===== config.mk =====
export PLATFORM = sky130hd
export DESIGN_NAME = quad_decoder
export DESIGN_NICKNAME = d
export VERILOG_FILES = /design/src/rtl/quad_pkg.sv /design/src/rtl/sync_2ff.sv /design/src/rtl/quad_decoder.sv
export SDC_FILE = /design/constraint.sdc
export NUM_CORES = 1
export LEC_CHECK = 0
export BUFFER_PORTS_ARGS = -buffer_cell sky130_fd_sc_hd__buf_2
export CORE_MARGIN = 5
export CORE_UTILIZATION = 50
export DETAILED_ROUTE_END_ITERATION = 8
export GPL_TIMING_DRIVEN = 1
export PLACE_DENSITY = 0.74
export SETUP_SLACK_MARGIN = 0.02
export SLEW_MARGIN = 20
export SYNTH_ARGS = -nofsm -noshare
export SYNTH_HDL_FRONTEND = slang
export SYNTH_SLANG_ARGS = --single-unit

===== constraint.sdc =====
create_clock -name CLK -period 2.8 [get_ports CLK]
set_input_delay 0.14 -clock CLK [delete_from_list [all_inputs] [get_ports CLK]]
set_output_delay 0.14 -clock CLK [all_outputs]
set_load 0.02 [all_outputs]

===== src/rtl/quad_pkg.sv =====
// Shared types and helpers for the quadrature decoder: state encoding and
// the Gray-to-cycle-position mapping used to classify transitions.
package quad_pkg;

   localparam int unsigned POS_W_DEFAULT = 4;

   typedef enum logic [2:0] {
      INIT,
      Q00,
      Q01,
      Q11,
      Q10
   } quad_state_e;

   function automatic quad_state_e ab_to_state(input logic [1:0] ab);
      quad_state_e s;
      unique case (ab)
         2'b00:   s = Q00;
         2'b01:   s = Q01;
         2'b11:   s = Q11;
         default: s = Q10;
      endcase
      return s;
   endfunction

   function automatic logic [1:0] state_to_ab(input quad_state_e s);
      logic [1:0] ab;
      case (s)
         Q01:     ab = 2'b01;
         Q11:     ab = 2'b11;
         Q10:     ab = 2'b10;
         default: ab = 2'b00;
      endcase
      return ab;
   endfunction

   // Position of an {A,B} code within the forward cycle 00,01,11,10 (Gray to binary).
   function automatic logic [1:0] cycle_pos(input logic [1:0] ab);
      return {ab[1], ab[1] ^ ab[0]};
   endfunction

endpackage


===== src/rtl/sync_2ff.sv =====
// Two-flop synchronizer for a single asynchronous bit, with synchronous
// active-high reset.
module sync_2ff (
   input  logic clk_i,
   input  logic reset_i,
   input  logic d_i,
   output logic q_o
);

   logic meta_q, meta_d;
   logic sync_q, sync_d;

   always_comb begin
      meta_d = d_i;
      sync_d = meta_q;
   end

   always_ff @(posedge clk_i) begin
      if (reset_i) begin
         meta_q <= 1'b0;
         sync_q <= 1'b0;
      end else begin
         meta_q <= meta_d;
         sync_q <= sync_d;
      end
   end

   assign q_o = sync_q;

endmodule


===== src/rtl/quad_decoder.sv =====
// Quadrature decoder: synchronizes A/B, tracks the last {A,B} code and emits
// registered step/dir/pos plus illegal-transition error flags.
module quad_decoder
   import quad_pkg::*;
#(
   parameter int unsigned POS_W = POS_W_DEFAULT
) (
   input  logic             CLK,
   input  logic             reset,
   input  logic             a_in,
   input  logic             b_in,
   input  logic             en,
   input  logic             clr_err,
   output logic             step,
   output logic             dir,
   output logic [POS_W-1:0] pos,
   output logic             err,
   output logic             err_sticky
);

   logic             a_sync, b_sync;
   logic [1:0]       ab;
   logic [1:0]       delta;
   quad_state_e      state_q, state_d;
   logic             step_q, step_d;
   logic             dir_q, dir_d;
   logic [POS_W-1:0] pos_q, pos_d;
   logic             err_q, err_d;
   logic             err_sticky_q, err_sticky_d;

   sync_2ff u_sync_a (
      .clk_i   (CLK),
      .reset_i (reset),
      .d_i     (a_in),
      .q_o     (a_sync)
   );

   sync_2ff u_sync_b (
      .clk_i   (CLK),
      .reset_i (reset),
      .d_i     (b_in),
      .q_o     (b_sync)
   );

   assign ab    = {a_sync, b_sync};
   // 1 = one step forward, 3 = one step back, 2 = both channels flipped.
   assign delta = cycle_pos(ab) - cycle_pos(state_to_ab(state_q));

   always_comb begin
      state_d = ab_to_state(ab);
      step_d  = 1'b0;
      err_d   = 1'b0;
      dir_d   = dir_q;
      pos_d   = pos_q;
      if ((state_q != INIT) && en) begin
         unique case (delta)
            2'd1: begin
               step_d = 1'b1;
               dir_d  = 1'b1;
               pos_d  = pos_q + 1'b1;
            end
            2'd3: begin
               step_d = 1'b1;
               dir_d  = 1'b0;
               pos_d  = pos_q - 1'b1;
            end
            2'd2:    err_d = 1'b1;
            default: ;
         endcase
      end
      err_sticky_d = err_d | (err_sticky_q & ~clr_err);
   end

   always_ff @(posedge CLK) begin
      if (reset) begin
         state_q      <= INIT;
         step_q       <= 1'b0;
         dir_q        <= 1'b0;
         pos_q        <= '0;
         err_q        <= 1'b0;
         err_sticky_q <= 1'b0;
      end else begin
         state_q      <= state_d;
         step_q       <= step_d;
         dir_q        <= dir_d;
         pos_q        <= pos_d;
         err_q        <= err_d;
         err_sticky_q <= err_sticky_d;
      end
   end

   assign step       = step_q;
   assign dir        = dir_q;
   assign pos        = pos_q;
   assign err        = err_q;
   assign err_sticky = err_sticky_q;

endmodule


==> flow_summary.toml <==
[critical_path]
cp_slowest_stage_delay_ns = 0.39
critical_path.cell_chain = "inv_1 -> ha_1 -> ha_1 -> xor2_2 -> a21o_1 -> and2_4 -> nor2_2 -> xor2_1 -> ha_1 -> nor2_1 -> nand2_1 -> mux2i_1 -> mux2_1"
slowest_stage = "dfxtp_4"
crit_path_frequent_cell = "ha_1"
worst_ep_required_time_ns = 2.97
worstSetupPathType = "reg -> reg"
start_kind = "flop"
end_kind = "flop"
cp_data_arrival_time_ns = 2.75
rr_worst_depth = 13
critPathMaxFanout = 4

[synth]
synth_edf_count = 0
synth_area_per_cell_um2 = 9.87
postSynthCellCount = 70
synth_top_area_share_pct = 43.5
ys_ff_latch = 15
synth_seq_area_share_pct = 43.5
synth_top_area_cell = "dfxtp_1"
synthFlopType = "dfxtp_1"
yosys.cell_types.count = 27
yosysWarnings = 0
syn_area_um2 = 691
ys_top_cells_by_area = "dfxtp_1 43%, ha_1 9.1%, nor2b_1 6.3%"
syn_nets = 81
synthArstFlopShare_pct = 0

[global_route]
grt_antenna_before_repair = 0
grt_first_pass_wirelength_mm = 1.79
grt_pass1_vias = 455
use_met2_pct = 17.6
grtUsageMet3_pct = 3.83
top_usage_layer = "met2"
gr-total-overflow = 0
use_met1_pct = 14.2
grt_usage_pct = 11.3
grt_max_degree = 18

[sta]
fin_skew_ns = 0.00882
rsz0062_at_grt = "false"
fin_hold_ws_ns = 0.0609
fin_tns_setup_ns = 0
fin_crit_ns = 2.58
setup_violations = 0
worst_pin_slew_ns = 0.609
report.final.slew_viol_count = 0
slew_headroom_pct = 59.1
hold_viol = 0
max_freq_ghz = 0.388
min_period_over_period_pct = 92.1

[clock_tree]
numCtsBuffers = 3
clock-root-buffer = "clkbuf_4"
clock_path_buffers = 2
path_clk_slew_ns = 0.10
postCtsHoldBufs = 0
clkLatencyLatePin_ns = 0.28
cts.sinks = 15
cts_tree = "built"
htree_levels = 1

[job]
max-cap-violations = 0

[place]
dp.cells = 97
routabilityCongestion = 0.766
hpwlAfterDp_um = 824
portBuffers = 13
dpl_cell_area_um2 = 771

[layout]
areaGrowthSynthToFinish_pct = 19.7
final_cells = 102
antenna_cells = 0
drive_above_1_share_pct = 32.2
fillers = 126
fin_area_um2 = 827
nets = 99

[route]
ant_nets = 0
drtIter0Drc = 3
wl_per_cell_um = 11.6
drc = 0
num_vias = 515
dr.pass1.iters = 3
drt-total-wl_mm = 1.18
routed_via_density = 5.05

[worst_hold_path]
hold_depth = 2
min_path_type = "in -> reg"

[run_status]
status = "finished, final reports clean"

[floorplanning]
start_util_pct = 53.1
die_w_um = 47.2
fp.dieArea_mm2 = 0.00222
core_area_mm2 = 0.00130
fp-row-count = 13
die_h_um = 47.2
io_pins = 14

[power_and_ir_drop]
ir_drop_uv = 357
power_density_mw_per_mm2 = 490
p_leak_nw = 0.377
## critical path: cells and delay by family, from the launching register on
family          cells  cell delay [ns]
mux                 2             0.47
fa+ha+maj           3             0.73
compound gates      1             0.17
flops               1             0.39
xor+xnor            2             0.24
buf+inv             1             0.05
simple gates        4             0.43
## layout by cell type (no fill, tap or decap), drive strengths merged
cell type	Yosys	layout
a2111oi	1	1
a21o	1	1
a21oi	3	3
and2	1	1
and2b	1	1
and3	2	2
buf	0	14
clkbuf	1	3
clkinvlp	0	1
dfxtp	15	15
ha	5	5
inv	2	2
mux2	2	2
mux2i	1	1
nand2	4	4
nand2b	1	1
nand3	1	1
nand3b	1	1
nor2	10	10
nor2b	7	7
nor3	1	1
o21ai	3	3
o31ai	1	1
or3b	2	2
xnor2	2	2
xor2	2	2
## kinds of logic after synthesis
kind of cell             Yosys count  synth area share [%]
buffers and inverters              3                  1.63
AO/OA/AOI/OAI                      9                  11.1
flip-flops                        15                  43.5
XOR/XNOR                           4                  5.07
AND/OR/NAND/NOR                   31                  24.5
adder cells (fa/ha/maj)            5                  9.06
multiplexers                       3                  5.25
## metal layers
layer,vias up,part of all wire [%]
met5,-,0
met4,0,1.0
met3,2,6.3
met2,11,46
met1,233,46
li1,269,-
## synthesized netlist by cell type (2+ instances only)
| master | n |
|---|---|
| ha_1 | 5 |
| dfxtp_1 | 15 |
| inv_1 | 2 |
| xnor2_1 | 2 |
| or3b_1 | 2 |
| a21oi_1 | 3 |
| nor2b_1 | 7 |
| o21ai_0 | 2 |
| nor2_1 | 10 |
| xor2_1 | 2 |
| nand2_1 | 4 |
## repair_timing
item	4_1_cts	5_1_grt
buffers inserted	0	1
endpoints found under the setup margin	0	1
gates resized for setup	0	5
## layout make-up
| cell class | count | area, um2 | area share, % |
|---|---|---|---|
| tap | 15 | 18.8 | 2.27 |
| clock buffer | 3 | 22.5 | 2.72 |
| timing repair buffer | 14 | 72.6 | 8.77 |
| inverter | 2 | 7.51 | 0.908 |
| clock inverter | 1 | 7.51 | 0.908 |
| multi-input combinational | 52 | 394 | 47.7 |
| sequential | 15 | 304 | 36.8 |
## flip-flops by register name, indices dropped and copies added (netlist names)
register / cells
u_sync_a.meta_q: 1
state_q: 3
pos: 4
err_sticky: 1
err: 1
step: 1
u_sync_b.meta_q: 1
dir: 1
u_sync_a.q_o: 1
u_sync_b.q_o: 1
## power by group
group          internal (mW)  switching [mW]
combinational         0.0240          0.0277
sequential             0.221         0.00672
clock                 0.0542          0.0718
## path summary, 6_finish.rpt
check | from | endpoint | slack, ns
worst max-delay path | u_sync_a.q_o$_SDFF_PP0_ | pos[2]$_SDFFE_PP0P_ | 0.22
worst min-delay path | b_in | u_sync_b.meta_q$_SDFF_PP0_ | 0.06
worst max register to register | u_sync_a.q_o$_SDFF_PP0_ | pos[2]$_SDFFE_PP0P_ | 0.22
worst min register to register | u_sync_a.meta_q$_SDFF_PP0_ | u_sync_a.q_o$_SDFF_PP0_ | 0.44
## through the flow
| stage | setup WS [ns] | power, mW | utilization, % |
|---|---|---|---|
| after floorplan | 0.294 | 0.268 | - |
| after detailed placement | 0.182 | 0.281 | 59.2 |
| after global routing | 0.0232 | 0.429 | 63.6 |
| after CTS | 0.143 | 0.408 | 61.5 |
| after global placement | 0.210 | 0.280 | 59.2 |
| final | 0.221 | 0.405 | 63.6 |
(Power assumes the default switching activity.)
